### config.mk
export PLATFORM = sky130hd
export DESIGN_NAME = read_superpixel
export DESIGN_NICKNAME = d
export VERILOG_FILES = /design/src/rtl/snake_vga_pkg.sv /design/src/rtl/spixel_addr_calc.sv /design/src/rtl/read_superpixel.sv
export SDC_FILE = /design/constraint.sdc
export NUM_CORES = 1
export LEC_CHECK = 0
export ABC_AREA = 1
export CAP_MARGIN = 40
export CELL_PAD_IN_SITES_DETAIL_PLACEMENT = 1
export CELL_PAD_IN_SITES_GLOBAL_PLACEMENT = 1
export CORE_MARGIN = 2
export CORE_UTILIZATION = 45
export DETAILED_ROUTE_END_ITERATION = 16
export PLACE_DENSITY = 0.95
export REMOVE_ABC_BUFFERS = 1
export SYNTH_ARGS = -nofsm -noshare
export SYNTH_HDL_FRONTEND = slang
export SYNTH_SLANG_ARGS = --single-unit
### constraint.sdc
create_clock -name clk -period 7.1 [get_ports clk]
set_input_delay 1.42 -clock clk [delete_from_list [all_inputs] [get_ports clk]]
set_output_delay 1.42 -clock clk [all_outputs]
set_load 0.01 [all_outputs]
### src/rtl/snake_vga_pkg.sv
// Shared constants, colour IDs and FSM state type for the snake VGA frame-buffer clients.
package snake_vga_pkg;

  localparam int unsigned SPIXEL_X_WIDTH = 5;
  localparam int unsigned SPIXEL_Y_WIDTH = 5;
  localparam int unsigned SPIXEL_X_MAX   = 31;
  localparam int unsigned SPIXEL_Y_MAX   = 23;
  localparam int unsigned PIXEL_X_MAX    = 639;
  localparam int unsigned PIXEL_Y_MAX    = 479;
  localparam int unsigned ADDR_WIDTH     = 19;
  localparam int unsigned COLOR_ID_WIDTH = 8;

  localparam int unsigned LINE_STRIDE = PIXEL_X_MAX + 1;
  localparam int unsigned CELL_W      = LINE_STRIDE / (SPIXEL_X_MAX + 1);
  localparam int unsigned CELL_H      = (PIXEL_Y_MAX + 1) / (SPIXEL_Y_MAX + 1);
  localparam int unsigned OFFS_WIDTH  = 5;
  localparam int unsigned NUM_SAMPLES = 5;
  localparam int unsigned SIDX_WIDTH  = 3;

  localparam logic [COLOR_ID_WIDTH-1:0] COLOR_BG    = 8'h00;
  localparam logic [COLOR_ID_WIDTH-1:0] COLOR_BODY  = 8'h0f;
  localparam logic [COLOR_ID_WIDTH-1:0] COLOR_HEAD  = 8'hff;
  localparam logic [COLOR_ID_WIDTH-1:0] COLOR_APPLE = 8'hf9;

  typedef enum logic [2:0] {
    IDLE,
    CALC,
    ISSUE,
    DRAIN,
    DONE
  } rsp_state_e;

  // Linear offset of sample k from the cell origin: centre first, then the four inset corners.
  function automatic logic [ADDR_WIDTH-1:0] sample_offset(input logic [SIDX_WIDTH-1:0] k);
    int unsigned off;
    case (k)
      3'd0:    off = (CELL_H / 2) * LINE_STRIDE + CELL_W / 2;
      3'd1:    off = LINE_STRIDE + 1;
      3'd2:    off = LINE_STRIDE + CELL_W - 2;
      3'd3:    off = (CELL_H - 2) * LINE_STRIDE + 1;
      3'd4:    off = (CELL_H - 2) * LINE_STRIDE + CELL_W - 2;
      default: off = 0;
    endcase
    return ADDR_WIDTH'(off);
  endfunction

endpackage

### src/rtl/spixel_addr_calc.sv
// Combinational map from logical cell plus in-cell pixel offset to frame-buffer address.
module spixel_addr_calc
  import snake_vga_pkg::*;
(
  input  logic [SPIXEL_X_WIDTH-1:0] x,
  input  logic [SPIXEL_Y_WIDTH-1:0] y,
  input  logic [OFFS_WIDTH-1:0]     dx,
  input  logic [OFFS_WIDTH-1:0]     dy,
  output logic [ADDR_WIDTH-1:0]     addr_c
);

  logic [ADDR_WIDTH-1:0] px;
  logic [ADDR_WIDTH-1:0] py;

  always_comb begin
    px     = ADDR_WIDTH'(x) * ADDR_WIDTH'(CELL_W) + ADDR_WIDTH'(dx);
    py     = ADDR_WIDTH'(y) * ADDR_WIDTH'(CELL_H) + ADDR_WIDTH'(dy);
    addr_c = py * ADDR_WIDTH'(LINE_STRIDE) + px;
  end

endmodule

### src/rtl/read_superpixel.sv
// Reads five sample pixels of one 20x20 cell and reports its colour and whether the samples disagree.
module read_superpixel
  import snake_vga_pkg::*;
#(
  parameter int unsigned RD_LATENCY = 2
) (
  input  logic                      clk,
  input  logic                      rst,
  input  logic [SPIXEL_X_WIDTH-1:0] x,
  input  logic [SPIXEL_Y_WIDTH-1:0] y,
  input  logic                      ireq,
  output logic                      obusy,
  output logic                      odone,
  output logic [COLOR_ID_WIDTH-1:0] odata,
  output logic                      omixed,
  output logic                      oerr,
  output logic [ADDR_WIDTH-1:0]     oaddr,
  output logic                      ordreq,
  input  logic [COLOR_ID_WIDTH-1:0] irdata
);

  rsp_state_e                  state_q, state_d;
  logic [SPIXEL_X_WIDTH-1:0]   x_q, x_d;
  logic [SPIXEL_Y_WIDTH-1:0]   y_q, y_d;
  logic [ADDR_WIDTH-1:0]       base_q, base_d;
  logic [SIDX_WIDTH-1:0]       issue_idx_q, issue_idx_d;
  logic [2:0]                  drain_cnt_q, drain_cnt_d;
  logic [RD_LATENCY-1:0]       vld_q, vld_d;
  logic [SIDX_WIDTH-1:0]       cap_idx_q, cap_idx_d;
  logic [COLOR_ID_WIDTH-1:0]   centre_q, centre_d;
  logic                        mixed_q, mixed_d;
  logic                        obusy_q, obusy_d;
  logic                        odone_q, odone_d;
  logic [COLOR_ID_WIDTH-1:0]   odata_q, odata_d;
  logic                        omixed_q, omixed_d;
  logic                        oerr_q, oerr_d;
  logic [ADDR_WIDTH-1:0]       oaddr_q, oaddr_d;
  logic                        ordreq_q, ordreq_d;

  logic [ADDR_WIDTH-1:0]       base_c;
  logic                        cap_vld;
  logic                        mixed_now;

  spixel_addr_calc u_addr_calc (
    .x      (x_q),
    .y      (y_q),
    .dx     (OFFS_WIDTH'(0)),
    .dy     (OFFS_WIDTH'(0)),
    .addr_c (base_c)
  );

  assign obusy  = obusy_q;
  assign odone  = odone_q;
  assign odata  = odata_q;
  assign omixed = omixed_q;
  assign oerr   = oerr_q;
  assign oaddr  = oaddr_q;
  assign ordreq = ordreq_q;

  always_comb begin
    state_d     = state_q;
    x_d         = x_q;
    y_d         = y_q;
    base_d      = base_q;
    issue_idx_d = issue_idx_q;
    drain_cnt_d = drain_cnt_q;
    cap_idx_d   = cap_idx_q;
    centre_d    = centre_q;
    mixed_d     = mixed_q;
    odone_d     = 1'b0;
    odata_d     = odata_q;
    omixed_d    = omixed_q;
    oerr_d      = oerr_q;
    oaddr_d     = oaddr_q;
    ordreq_d    = 1'b0;

    // Read-data valid follows each issued read by exactly RD_LATENCY cycles.
    vld_d[0] = ordreq_q;
    for (int i = 1; i < int'(RD_LATENCY); i++) begin
      vld_d[i] = vld_q[i-1];
    end

    cap_vld   = vld_q[RD_LATENCY-1];
    mixed_now = mixed_q | (cap_vld && (cap_idx_q != '0) && (irdata != centre_q));
    if (cap_vld) begin
      if (cap_idx_q == '0) centre_d = irdata;
      mixed_d   = mixed_now;
      cap_idx_d = SIDX_WIDTH'(cap_idx_q + 3'd1);
    end

    case (state_q)
      IDLE: begin
        if (ireq) begin
          x_d       = x;
          y_d       = y;
          cap_idx_d = '0;
          mixed_d   = 1'b0;
          if ((32'(y) > SPIXEL_Y_MAX) || (32'(x) > SPIXEL_X_MAX)) begin
            state_d  = DONE;
            odone_d  = 1'b1;
            oerr_d   = 1'b1;
            odata_d  = '0;
            omixed_d = 1'b0;
          end else begin
            state_d = CALC;
          end
        end
      end
      CALC: begin
        base_d      = base_c;
        oaddr_d     = base_c + sample_offset(3'd0);
        ordreq_d    = 1'b1;
        issue_idx_d = '0;
        state_d     = ISSUE;
      end
      ISSUE: begin
        if (issue_idx_q == SIDX_WIDTH'(NUM_SAMPLES - 1)) begin
          drain_cnt_d = '0;
          state_d     = DRAIN;
        end else begin
          issue_idx_d = SIDX_WIDTH'(issue_idx_q + 3'd1);
          oaddr_d     = base_q + sample_offset(SIDX_WIDTH'(issue_idx_q + 3'd1));
          ordreq_d    = 1'b1;
        end
      end
      DRAIN: begin
        // The last sample lands in the final drain cycle, so fold it in directly.
        if (drain_cnt_q == 3'(RD_LATENCY - 1)) begin
          state_d  = DONE;
          odone_d  = 1'b1;
          odata_d  = centre_q;
          omixed_d = mixed_now;
          oerr_d   = 1'b0;
        end else begin
          drain_cnt_d = 3'(drain_cnt_q + 3'd1);
        end
      end
      DONE: state_d = IDLE;
      default: state_d = IDLE;
    endcase

    obusy_d = (state_d != IDLE);
  end

  always_ff @(posedge clk) begin
    if (rst) begin
      state_q     <= IDLE;
      x_q         <= '0;
      y_q         <= '0;
      base_q      <= '0;
      issue_idx_q <= '0;
      drain_cnt_q <= '0;
      vld_q       <= '0;
      cap_idx_q   <= '0;
      centre_q    <= '0;
      mixed_q     <= 1'b0;
      obusy_q     <= 1'b0;
      odone_q     <= 1'b0;
      odata_q     <= '0;
      omixed_q    <= 1'b0;
      oerr_q      <= 1'b0;
      oaddr_q     <= '0;
      ordreq_q    <= 1'b0;
    end else begin
      state_q     <= state_d;
      x_q         <= x_d;
      y_q         <= y_d;
      base_q      <= base_d;
      issue_idx_q <= issue_idx_d;
      drain_cnt_q <= drain_cnt_d;
      vld_q       <= vld_d;
      cap_idx_q   <= cap_idx_d;
      centre_q    <= centre_d;
      mixed_q     <= mixed_d;
      obusy_q     <= obusy_d;
      odone_q     <= odone_d;
      odata_q     <= odata_d;
      omixed_q    <= omixed_d;
      oerr_q      <= oerr_d;
      oaddr_q     <= oaddr_d;
      ordreq_q    <= ordreq_d;
    end
  end

endmodule
======== Yosys cells after proc, flatten, opt, wreduce, memory -nomap -nowiden ========
Cells that the tools add are included.
word-level totals
  output and inout port bits .............. 32
  bits of input ports ..................... 21
  bits in registers ....................... 84
operators by class
  bitwise logic cells ..................... 1
  eq/ne operators ......................... 16
  muxes and demuxes ....................... 39
  $mul .................................... 3
  $lt $le $gt $ge ......................... 1
  reduce and logical (&&, ||, !) cells .... 15
  $add $sub $neg .......................... 6
operators by type and width
  kind                                                                 number
  14-bit case mux with 5 select lines                                  1
  19-bit two-way mux                                                   3
  19-bit case mux with 2 select lines                                  1
  3-bit two-way mux                                                    10
  8-bit two-way mux                                                    3
  19-bit by 10-bit adder with 19-bit output                            1
  19-bit by 13-bit adder with 19-bit output, second input constant     1
  19-bit adder                                                         1
  5-bit by 3-bit multiplier with 8-bit output, second input constant   2
  8-bit case mux with 2 select lines                                   1
  1-bit two-way mux                                                    13
  3-bit by 2-bit == test with 1-bit output, second input constant      4
  2-bit inequality test, second input constant                         6
  3-bit case mux with 2 select lines                                   2
  3-bit case mux with 4 select lines                                   1
  8-bit by 3-bit multiplier with 10-bit output, second input constant  1
  3-bit by 1-bit adder with 3-bit output, second input constant        3
  3-bit by 1-bit == test with 1-bit output, second input constant      3
  3-bit logical NOT                                                    3
  8-bit inequality test                                                1
  1-bit case mux with 2 select lines                                   4
  3-bit == test, second input constant                                 2
  2-bit AND reduction                                                  3
  2-bit nonzero test                                                   3
  other kinds (6)                                                      8

======== Longest topological paths before layout ========
Gate-level depths: netlist of run 1.
  word-level depth ........................ 8
  mapped depth ............................ 25

======== By module ========
A second synthesis of run 1 with hierarchy kept.
unflattened totals
  cell total of the unflattened synthesis .. 944
  area, all modules ....................... 6314.8 sq um
modules (own cells, without submodules)
  module            cells an instance  instances  area each (sq um)
  read_superpixel   700                1          4732.0
  spixel_addr_calc  244                1          1582.8

======== Least setup slack after synthesis of run 1 ========
No wires, ideal clock.
  path type ............................... register to register
  start point ............................. register y_q[1]
  end point ............................... register oaddr_q[18], in the netlist oaddr[18]
  buffers on the path ..................... 0
  arrival time ............................ 3168 ps
  cell stages (with the launch flop) ...... 21
  slack ................................... 3800 ps
  period minus slack after synthesis ...... 3300 ps
  path through ............................ dfxtp_1 -> ha_1 -> ha_1 -> inv_1 -> fa_1 -> inv_1 -> ha_1 -> inv_1 -> fa_1 -> inv_1 -> nand4_1 -> nor2_1 -> nand2_1 -> nand2_1 -> nand2_1 -> nor2_2 -> nand2_1 -> nand2_1 -> nand3_2 -> nand2_2 -> a21oi_2
on the way
  word-level cells in the longest chain between the ends .. 5
ends and longest elaborated chain
  item                                          line                    text
  start: declaration                            read_superpixel.sv:24   logic [SPIXEL_Y_WIDTH-1:0] y_q, y_d;
  start signal: assignment                      read_superpixel.sv:167  y_q <= y_d;
  5-bit by 3-bit multiplier with 8-bit output   spixel_addr_calc.sv:17  py = ADDR_WIDTH'(y) * ADDR_WIDTH'(CELL_H) + ADDR_WIDTH'(dy);
  8-bit by 3-bit multiplier with 10-bit output  spixel_addr_calc.sv:18  addr_c = py * ADDR_WIDTH'(LINE_STRIDE) + px;
  19-bit by 10-bit adder with 19-bit output     spixel_addr_calc.sv:18
  19-bit by 13-bit adder with 19-bit output     read_superpixel.sv:111  oaddr_d = base_c + sample_offset(3'd0);
  19-bit case mux with 2 select lines           read_superpixel.sv:91   case (state_q)
  end signal: assignment                        read_superpixel.sv:180  oaddr_q <= oaddr_d;
  end: declaration                              read_superpixel.sv:37   logic [ADDR_WIDTH-1:0] oaddr_q, oaddr_d;
No other way between the ends.
A chain may end at the register's enable or synchronous reset.

======== Worst setup path in the final report of run 1 ========
Same ends and word-level chain as after synthesis.

==> key figures, run 1 <==
Yosys
  • Synth Area in Adders: 0.124
  • FF+latch count, synth: 82
  • Post-Synth XOR/XNOR Area: 0.0423
  • Synthesized instance count: about 720
  • Synth Area in Compound Gates: 0.177
  • Post-Synthesis Cell Area: 5170 um^2
  • Simple-gate share of the synthesized area: 0.247
  • Mux share of post-synthesis cell area: 0.00193
  • Top FF cell, synth: dfxtp_1
  • Fraction of registers with async set/reset: 0
  • Synth unique cells: 44
  • Post-synth EDFFs: 0
  • Synth warn: 0
  • Register area share after synthesis: 0.317
  • Largest family of logic cells by synthesized area: simple AND/OR/NAND/NOR gates
  • Mean Syn Cell Area: ~7.2 um^2

Worst setup path
  • Critical path's slowest cell: fa_1
  • CP dominant cell by count: nand2_1
  • CP startpoint kind: flip-flop
  • Worst path cell trace: ha_1 -> ha_1 -> inv_1 -> fa_1 -> or2_2 -> nand2_1 -> nand2_1 -> inv_1 -> ha_1 -> ha_1 -> nand2_1 -> inv_1 -> a21boi_0 -> nand2_1 -> nand2_1 -> nand2_1 -> inv_1 -> nand2_1 -> nand2_1 -> inv_1 -> nand2_1 -> nand3_2 -> nand2_2 -> a21oi_2
  • CP peak stage delay: just over 0.4 ns
  • Critical path class: reg -> reg
  • Arr. time, crit path: around 4.2 ns
  • Critical Path RT: ~7.3 ns
  • Setup crit end kind: flip-flop
  • Worst-path maximum fanout: 5

STA
  • Worst hold slack: roughly 0.43 ns
  • Final hold violation count: 0
  • Fin crit period: 3.92 ns
  • Max frequency: 255 MHz
  • Share of the clock period used by the worst path after layout: 0.552
  • Final setup vio count: 0
  • Max-slew headroom: 0.469
  • Skew final: approximately 0.013 ns
  • Setup TNS: 0 ns
  • RSZ-0062 raised after global routing: no
  • Slew Viols, Final: 0
  • Actual slew at the worst max-slew pin: just under 0.8 ns

Clocking
  • Max H-tree Level: 3
  • Cts hold-fix bufs: 0
  • Setup repair bufs after CTS: 0
  • Worst-Skew Late Latency: 0.36 ns
  • CTS tree: done
  • CTS clk-pin slew, worst paths: roughly 0.080 ns
  • Max Root-Sink Buffers: 2
  • PostCTS Resize Cnt: 0
  • Clock root cell: clkbuf_16
  • CTS Sinks: slightly above 80
  • CTS Buf Count: 9

Cells and area
  • Antenna Cells: 0
  • Fin area: between 6000 and 7000 um^2
  • Layout cells sized above 1: 0.0962
  • Nets@finish: between 800 and 900
  • Post-layout util: 0.540
  • Fillers: 1,430
  • Area grow syn2layout: 18.2%

Pwr
  • Pwr/cell area: about 250 nW/um^2
  • LEAKAGE: ~2.7 nW
  • Switching share of total power: 0.371
  • Gate power share: 0.324
  • Sequential power share: 0.341
  • P_int: just under 1 mW
  • Peak supply drop: 0.146 mV
  • Clock Power Share: 0.335
  • Switching Power: around 0.57 mW

Route
  • Iter 0 DRT Violations: ~220
  • # DRC: 0
  • DR vias/cell: between 5 and 6
  • Vias: slightly above 5,000
  • Met1 WL: 7000 um
  • Final WL: 17,200 um
  • WL met2: between 8000 and 9000 um
  • Routed wire per std cell: around 19 um
  • DR pass1 iterations: 5
  • Met3 WL: roughly 850 um
  • Remaining antenna violation count: 0
  • Uppermost routed layer: met4

GRT
  • GRT Util Overall: 0.283
  • Vias in the first global route: 5,688
  • GR Overflow Total: 0
  • Global-route wire length before repair: 28,300 um
  • Antenna violations before repair: 0
  • Largest net degree at the start of global routing: 53

Run
  • Max capacitance violation total: 0

Die
  • Core ar.: 11,300 um^2
  • Die area: approximately 12,000 um^2
  • Starting density of the core: 0.457
  • Rows: 39
  • Top-Level Pins: 53
  • Die Wd: between 100 and 150 um
  • Die height: about 110 um

Min path
  • Path type of the worst min-delay path: reg -> reg

Placement
  • Number of port buffers: 52
  • Post-DP Area: roughly 5800 um^2
  • Final GP Congestion: approximately 0.94
  • Post-DP HPWL: 11,500 um

Status
  • Status: complete, no violations
-- cell families after synthesis --
logic type,Yosys count
AOI/OAI and AO/OA,170
xor gates and xnor gates,22
adders and majority gates,49
buffers and inverters,122
DFF,82
muxes,1
and+or+nand+nor,273
-- path summary, 6_finish.rpt --
check / startpoint / endpoint / slack [ns] / cells past startpoint
max: y_q[1]$_SDFFE_PP0P_ / oaddr[18]$_SDFFE_PP0P_ / 3.18 / 24
min: vld_q[0]$_SDFF_PP0_ / vld_q[1]$_SDFF_PP0_ / 0.43 / 2
max reg2reg: y_q[1]$_SDFFE_PP0P_ / oaddr[18]$_SDFFE_PP0P_ / 3.18 / 24
min reg2reg: vld_q[0]$_SDFF_PP0_ / vld_q[1]$_SDFF_PP0_ / 0.43 / 2
-- flip-flops by register name (all words and copies together) (netlist names), 2 cells and up --
signal	count
vld_q	2
centre_q	8
base_q	17
odata	8
x_q	5
state_q	3
y_q	5
drain_cnt_q	3
oaddr	19
issue_idx_q	3
cap_idx_q	3
-- layout by cell type (no fill, tap or decap), drive strengths merged, types with 16 or more instances in the layout --
cell / synthesis / routed
nor2: 71 / 71
clkdlybuf4s50: 0 / 52
o21ai: 71 / 71
a21oi: 75 / 75
dfxtp: 82 / 82
ha: 45 / 45
xnor2: 16 / 16
inv: 101 / 104
nand3: 43 / 43
nand2: 141 / 141
-- cells in the mapped netlist (2+ instances only) --
master | number | area, um^2
xor2_1 | 5 | 43.8
a21o_1 | 2 | 15.0
ha_1 | 45 | 563
clkbuf_1 | 14 | 52.6
inv_1 | 91 | 342
o211ai_1 | 4 | 30.0
nand2_1 | 123 | 462
inv_2 | 10 | 37.5
dfxtp_1 | 82 | 1640
nor2_2 | 7 | 43.8
buf_2 | 6 | 30.0
nand3_2 | 7 | 70.1
a31oi_1 | 6 | 37.5
nor2_1 | 59 | 221
a21oi_2 | 2 | 17.5
nand3_1 | 36 | 180
nand2_2 | 14 | 87.6
a21oi_1 | 73 | 365
fa_1 | 4 | 80.1
o21ai_1 | 3 | 15.0
or2_2 | 4 | 25.0
xnor2_1 | 15 | 131
o21ai_0 | 68 | 340
o21a_1 | 3 | 22.5
nand2_4 | 4 | 45.0
nor3_1 | 4 | 20.0
nor2_4 | 5 | 56.3
nand4_1 | 7 | 43.8
-- metrics by stage --
step                total power [mW]  setup slack, ns  instances
detailed placement              1.01             3.35        896
floorplan                      0.860             3.82        699
CTS                             1.52             3.20        912
global route                    1.61             2.93        912
global placement               0.976             3.65        896
finish                          1.53             3.18        912
-- area by class of cell --
class	instances	area [um^2]	share of cell area
multi-input combinational	515	3070	0.501
sequential	82	1640	0.268
timing repair buffer	54	536	0.0876
inverter	102	383	0.0626
clock buffer	10	239	0.0391
tap	143	179	0.0293
clock inverter	6	71.3	0.0117
-- per-layer routing --
metal,track usage,vias up
li1,-,2453
met1,0.323,2529
met2,0.520,150
met3,0.0470,47
met4,0.120,0
met5,0,-
-- power by group through the flow --
stage	logic (mW)	clock network, mW	registers [mW]
after floorplan	0.328	0	0.532
after global placement	0.448	0	0.528
after detailed placement	0.479	0	0.531
after CTS	0.493	0.510	0.522
after global routing	0.544	0.535	0.527
final	0.496	0.512	0.523
-- worst max-delay path: cells and delay by family (launching register included) --
kind	cells	cell delay (ns)
buffers and inverters	5	0.30
flip-flops	1	0.38
AND/OR/NAND/NOR	12	1.18
AO/OA/AOI/OAI	2	0.34
adder cells (fa/ha/maj)	5	1.59
Note: power is estimated with default switching activity, not from simulation.
==> run 2, diff against run 1 <==
--- a/config.mk
+++ b/config.mk
@@ -10,9 +10,9 @@
 export CELL_PAD_IN_SITES_DETAIL_PLACEMENT = 1
 export CELL_PAD_IN_SITES_GLOBAL_PLACEMENT = 1
 export CORE_MARGIN = 2
-export CORE_UTILIZATION = 45
+export CORE_UTILIZATION = 38
 export DETAILED_ROUTE_END_ITERATION = 16
-export PLACE_DENSITY = 0.95
+export PLACE_DENSITY = 0.86
 export REMOVE_ABC_BUFFERS = 1
 export SYNTH_ARGS = -nofsm -noshare
 export SYNTH_HDL_FRONTEND = slang
==> constraint.sdc (replaced) <==
create_clock -name clk -period 3.4 [get_ports clk]
set_input_delay 0.68 -clock clk [delete_from_list [all_inputs] [get_ports clk]]
set_output_delay 0.68 -clock clk [all_outputs]
set_load 0.01 [all_outputs]
==> run 2 against run 1 <==
The flow now finishes with violations (setup timing). Die area is 18% higher. Combinational power is 140% higher. Critical path depth is 6 lower.
==> key figures, run 2 (synthesis results as in run 1) <==
Status
  • Status: complete, but fails checks
  • Failing checks: setup timing

STA
  • Skew final: 0.00600 ns (-0.00677 ns)
  • Slew Viols, Final: 0 (unchanged)
  • Fin crit period: 3.49 ns (-0.429 ns)
  • Max frequency: 286 MHz (+12%)
  • Final WS setup: -0.0928 ns (-3.27 ns)
  • RSZ-0062 raised after global routing: yes
  • Actual slew at the worst max-slew pin: 0.753 ns (-0.0428 ns)
  • Final setup vio count: 4 (+4)
  • Final hold violation count: 0 (unchanged)
  • Max-slew headroom: 0.498 (+0.0286)
  • Share of the clock period used by the worst path after layout: 1.03 (+0.475)
  • Worst hold slack: 0.439 ns (+0.00486 ns)

Cells and area
  • Max FFs per register: 19 (unchanged)
  • Post-layout util: 0.494 (-0.0461)
  • Layout cells sized above 1: 0.180 (+0.0837)
  • Area grow syn2layout: 27.0%
  • Nets@finish: 854 (+2.4%)
  • Antenna Cells: 0 (unchanged)
  • Commonest non-fill, non-tap cell in the layout: nand2_1
  • Layout Cells excl Fill: 965 (+5.8%)
  • Most frequent cells in the layout: nand2_1 (109), inv_1 (84), dfxtp_1 (79)

Worst setup path
  • Critical path class: reg -> reg
  • Arr. time, crit path: 3.72 ns (-0.44 ns)
  • Worst-path maximum fanout: 3 (-2)
  • CP startpoint kind: flip-flop
  • Setup crit end kind: flip-flop
  • Critical Path RT: 3.62 ns (-3.71 ns)

Route
  • # DRC: 0 (unchanged)
  • DR pass1 iterations: 5 (unchanged)
  • Iter 0 DRT Violations: 145 (-33%)
  • Final WL: 16,000 um (-6.9%)
  • DR vias/cell: 5.24 (-7.8%)
  • Remaining antenna violation count: 0 (unchanged)
  • Routed wire per std cell: 16.5 um (-12%)
  • Vias: 5,052 (-2.5%)

GRT
  • Vias in the first global route: 5,384 (-5.3%)
  • Grt met2 use: 0.408 (-0.112)
  • GR Layer Usage met3: 0.0429 (-0.00410)
  • Met1 usage: 0.254 (-0.0685)
  • Antenna violations before repair: 0 (unchanged)
  • GR Overflow Total: 0 (unchanged)
  • Largest net degree at the start of global routing: 53 (unchanged)
  • Busiest grt layer: met2
  • Global-route wire length before repair: 25,700 um (-9.3%)
  • GRT Util Overall: 0.220 (-0.0630)

Pwr
  • Pwr/cell area: 507 nW/um^2 (+100%)
  • Power Total: 3.33 mW (+120%)
  • LEAKAGE: 2.83 nW (+3.9%)
  • Peak supply drop: 0.376 mV (+160%)

Placement
  • Post-DP HPWL: 11,000 um (-4.0%)
  • Number of port buffers: 52 (unchanged)
  • Placed cell count: 939 (+4.8%)
  • Final GP Congestion: 0.894 (-4.8%)

Clocking
  • Worst-Skew Late Latency: 0.35 ns (about the same)
  • Max H-tree Level: 3 (unchanged)
  • CTS Buf Count: 9 (unchanged)
  • Cts hold-fix bufs: 0 (unchanged)
  • CTS tree: done
  • CTS Sinks: 82 (unchanged)
  • CTS clk-pin slew, worst paths: 0.07 ns (about the same)
  • Clock root cell: clkbuf_16
  • Max Root-Sink Buffers: 2 (unchanged)

Die
  • Top-Level Pins: 53 (unchanged)
  • Die height: 121 um (+8.5%)
  • Die Wd: 121 um (+8.5%)
  • Die area: 14,600 um^2 (+18%)
  • Core ar.: 13,300 um^2 (+17%)
  • Rows: 42 (+7.7%)
  • Starting density of the core: 0.389 (-0.0679)

Min path
  • Path type of the worst min-delay path: reg -> reg

Run
  • Max capacitance violation total: 0 (unchanged)
run 2: cell types whose count changed in the layout (fill, tap and decap cells not counted), moves of 7 or more:
cell	change
buf_4	+17
ha_1	-14
ha_4	+11
inv_1	-7
inv_2	+7
nand2_1	-14
nand2_2	+14
run 2: metrics by stage:
step	setup WS [ns]	setup TNS (ns)	cell area, um^2
finish	-0.0928	-0.264	6570
global route	-0.221	-0.952	6570
CTS	0.00391	0	6390
detailed placement	-0.280	-0.820	5920
global placement	-0.0569	-0.104	5920
floorplan	0.115	0	5090
run 2: worst paths after layout:
| path | start | to | slack, ns | cells after the start |
|---|---|---|---|---|
| max | y_q[2]$_SDFFE_PP0P_ | oaddr[15]$_SDFFE_PP0P_ | -0.09 | 18 |
| min | ordreq$_SDFF_PP0_ | vld_q[0]$_SDFF_PP0_ | 0.44 | 2 |
| max reg2reg | y_q[2]$_SDFFE_PP0P_ | oaddr[15]$_SDFFE_PP0P_ | -0.09 | 18 |
| min reg2reg | ordreq$_SDFF_PP0_ | vld_q[0]$_SDFF_PP0_ | 0.44 | 2 |
run 2: power breakdown:
group	total [mW]	internal (mW)	switching, mW
clock network	1.04	0.598	0.447
logic	1.20	0.501	0.697
registers	1.09	1.03	0.0540
total	3.33	2.13	1.20
run 2: cell type report:
class | instances | area [um^2]
Clock inverter | 6 | 70.1
Clock buffer | 10 | 239
Fill cell | 1635 | 6730
Inverter | 102 | 383
Timing Repair Buffer | 74 | 697
Multi-Input combinational cell | 515 | 3320
Sequential cell | 82 | 1650
Tap cell | 176 | 220
run 2: repair_timing:
action | in CTS | in global routing
setup endpoints to repair | 6 | 9
setup buffers | 4 | 6
pin swaps | 13 | 27
gates resized for setup | 29 | 32
run 2: critical path, cell delays in order (launching register included):
cell and delay (ns):
dfxtp_2 0.36, ha_2 0.22, ha_4 0.15, inv_2 0.04
fa_2 0.54, inv_2 0.06, ha_4 0.27, inv_2 0.05
fa_2 0.62, inv_2 0.06, nand4_1 0.11, nand2_1 0.09
nand2_2 0.09, nor2_4 0.05, buf_4 0.12, and2_4 0.17
xnor2_2 0.13, a21oi_1 0.17, a21oi_1 0.08
run 2: layer usage:
| layer | part of all wire | wire length, um |
|---|---|---|
| met1 | 0.43 | 6830 |
| met2 | 0.52 | 8240 |
| met3 | 0.036 | 570 |
| met4 | 0.021 | 333 |
| met5 | 0 | 0 |
==> run 3, diff against run 2 <==
--- a/config.mk
+++ b/config.mk
@@ -10,9 +10,9 @@
 export CELL_PAD_IN_SITES_DETAIL_PLACEMENT = 1
 export CELL_PAD_IN_SITES_GLOBAL_PLACEMENT = 1
 export CORE_MARGIN = 2
-export CORE_UTILIZATION = 38
+export CORE_UTILIZATION = 42
 export DETAILED_ROUTE_END_ITERATION = 16
-export PLACE_DENSITY = 0.86
+export PLACE_DENSITY = 0.9
 export REMOVE_ABC_BUFFERS = 1
 export SYNTH_ARGS = -nofsm -noshare
 export SYNTH_HDL_FRONTEND = slang
==> constraint.sdc (replaced) <==
create_clock -name clk -period 3.6 [get_ports clk]
set_input_delay 0.72 -clock clk [delete_from_list [all_inputs] [get_ports clk]]
set_output_delay 0.72 -clock clk [all_outputs]
set_load 0.01 [all_outputs]
==> run 3 against run 2 <==
The flow now finishes without violations. Largest cell class unchanged. Sequential share of layout area increased by 0.92 points. Die area decreased by 9.2%. Setup slack improved by 0.10 ns. Non-clock buffer count decreased by 12.
==> key figures, run 3 (synthesis results as in run 1) <==
Route
  • Iter 0 DRT Violations: 176 (+21%)
  • Routed wire per std cell: 17.4 um (+5.4%)
  • DR pass1 iterations: 4 (-1)
  • # DRC: 0 (unchanged)
  • Vias: 5,068 (+0.32%)
  • DR vias/cell: 5.48 (+4.8%)
  • Final WL: 16,100 um (+0.90%)
  • Remaining antenna violation count: 0 (unchanged)

Placement
  • Post-DP HPWL: 11,100 um (+0.46%)
  • Final GP Congestion: 0.919 (+2.8%)
  • Post-DP Area: 5830 um^2 (-1.6%)
  • Number of port buffers: 52 (unchanged)

Worst setup path
  • R2r setup slk: 0.01 ns (+0.10 ns)
  • RR Endpoint: oaddr[18]$_SDFFE_PP0P_
  • Setup crit end kind: flip-flop
  • Worst-path maximum fanout: 4 (+1)
  • Critical path class: reg -> reg
  • Reg2Reg Depth: 23 (+5)
  • FF-to-FF Start: y_q[1]$_SDFFE_PP0P_
  • Arr. time, crit path: 3.82 ns (+0.10 ns)
  • Critical Path RT: 3.83 ns (+0.21 ns)
  • CP startpoint kind: flip-flop

Clocking
  • Max Root-Sink Buffers: 2 (unchanged)
  • CTS tree: done
  • Clock root cell: clkbuf_16
  • CTS Buf Count: 9 (unchanged)
  • CTS clk-pin slew, worst paths: 0.07 ns (about the same)
  • Cts hold-fix bufs: 0 (unchanged)
  • Max H-tree Level: 3 (unchanged)
  • Worst-Skew Late Latency: 0.35 ns (about the same)
  • CTS Sinks: 82 (unchanged)

Die
  • Die Wd: 115 um (-4.7%)
  • Starting density of the core: 0.431 (+0.0416)
  • Rows: 40 (-4.8%)
  • Top-Level Pins: 53 (unchanged)
  • Die height: 115 um (-4.7%)
  • Core ar.: 12,000 um^2 (-9.7%)
  • Die area: 13,200 um^2 (-9.2%)

Cells and area
  • Area grow syn2layout: 22.6%
  • Layout cells sized above 1: 0.147 (-0.0333)
  • Nets@finish: 842 (-1.4%)
  • Max FFs per register: 19 (unchanged)
  • Fin area: 6340 um^2 (-3.5%)
  • Commonest non-fill, non-tap cell in the layout: nand2_1
  • Most frequent cells in the layout: nand2_1 (115), inv_1 (84), dfxtp_1 (80)
  • Antenna Cells: 0 (unchanged)

STA
  • Actual slew at the worst max-slew pin: 0.745 ns (-0.00770 ns)
  • Slew Viols, Final: 0 (unchanged)
  • Max frequency: 279 MHz (-2.7%)
  • Share of the clock period used by the worst path after layout: 0.997 (-0.0302)
  • Fin crit period: 3.59 ns (+0.0969 ns)
  • Max-slew headroom: 0.503 (+0.00514)
  • Final setup vio count: 0 (-4)
  • Skew final: 0.00671 ns (+0.000714 ns)
  • Final hold violation count: 0 (unchanged)

GRT
  • GR Overflow Total: 0 (unchanged)
  • GRT Util Overall: 0.238 (+0.0178)
  • Antenna violations before repair: 0 (unchanged)
  • Vias in the first global route: 5,293 (-1.7%)
  • Largest net degree at the start of global routing: 50 (-5.7%)
  • Global-route wire length before repair: 25,100 um (-2.4%)

Pwr
  • LEAKAGE: 2.76 nW (-2.4%)
  • Peak supply drop: 0.282 mV (-25%)
  • Power Total: 3.08 mW (-7.5%)
  • Pwr/cell area: 486 nW/um^2 (-4.1%)

Min path
  • Path type of the worst min-delay path: reg -> reg
  • Beginning of the worst hold path: vld_q[0]$_SDFF_PP0_
  • Hold Path End: vld_q[1]$_SDFF_PP0_
  • Hold depth: 2 (unchanged)

Run
  • Max capacitance violation total: 0 (unchanged)

Status
  • Status: complete, no violations
[run 3: repair_timing]
action | 4_1_cts | 5_1_grt
gates cloned | 0 | 0
setup buffers | 1 | 5
resized for setup | 7 | 34
pin swaps | 2 | 21
setup endpoints to repair | 4 | 7
[run 3: layout make-up]
class / count / area (um^2)
fill: 1507 / 5670
multi-input combinational: 515 / 3230
sequential: 82 / 1650
timing repair buffer: 62 / 596
inverter: 102 / 383
clock buffer: 10 / 229
tap: 147 / 184
clock inverter: 6 / 73.8
[run 3: critical path, stage by stage, from the launching register on]
cell and delay, ns:
dfxtp_4 0.37, ha_4 0.27, ha_4 0.14, inv_2 0.04, fa_2 0.41, or2_4 0.24, nand2_1 0.07, nand2_2 0.06
inv_2 0.09, ha_4 0.14, ha_1 0.27, a21oi_1 0.20, a21boi_0 0.38, nand2_1 0.12, nand2_1 0.09, nand2_1 0.07
inv_1 0.06, nand2_1 0.05, nand2_1 0.12, inv_1 0.07, nand2_2 0.06, nand3_2 0.06, nand2_2 0.07, a21oi_2 0.04
[run 3: worst max path at each step]
stage,to,start,depth (start not counted)
after floorplan,oaddr[18]$_SDFFE_PP0P_,y_q[1]$_SDFFE_PP0P_,20
after global placement,oaddr[18]$_SDFFE_PP0P_,y_q[1]$_SDFFE_PP0P_,25
after CTS,oaddr[18]$_SDFFE_PP0P_,y_q[1]$_SDFFE_PP0P_,25
after global routing,oaddr[18]$_SDFFE_PP0P_,y_q[0]$_SDFFE_PP0P_,23
final,oaddr[18]$_SDFFE_PP0P_,y_q[1]$_SDFFE_PP0P_,23
after detailed placement,oaddr[16]$_SDFFE_PP0P_,y_q[1]$_SDFFE_PP0P_,20
[run 3: stage by stage]
step	std cells	utilization	TNS (ns)	hold WS (ns)	setup slack, ns
finish	924	0.528	0	0.428	0.0103
global route	924	0.528	-0.345	0.447	-0.192
CTS	919	0.513	-0.0334	0.428	-0.0174
detailed placement	902	0.485	-0.210	0.415	-0.0953
global placement	902	0.485	0	0.400	0.146
floorplan	699	-	0	0.388	0.315
[run 3: metal layers]
layer / GRT usage / up-vias / part of all wire
met1: 0.267 / 2442 / 0.41
met3: 0.0580 / 42 / 0.038
met4: 0.0908 / 0 / 0.029
li1: - / 2469 / -
met2: 0.434 / 115 / 0.52
met5: 0 / - / 0
[run 3: report_power, final]
group | internal (mW) | switching [mW] | total (mW)
clock | 0.547 | 0.411 | 0.957
sequential | 0.976 | 0.0524 | 1.03
combinational | 0.433 | 0.664 | 1.10
total | 1.96 | 1.13 | 3.08
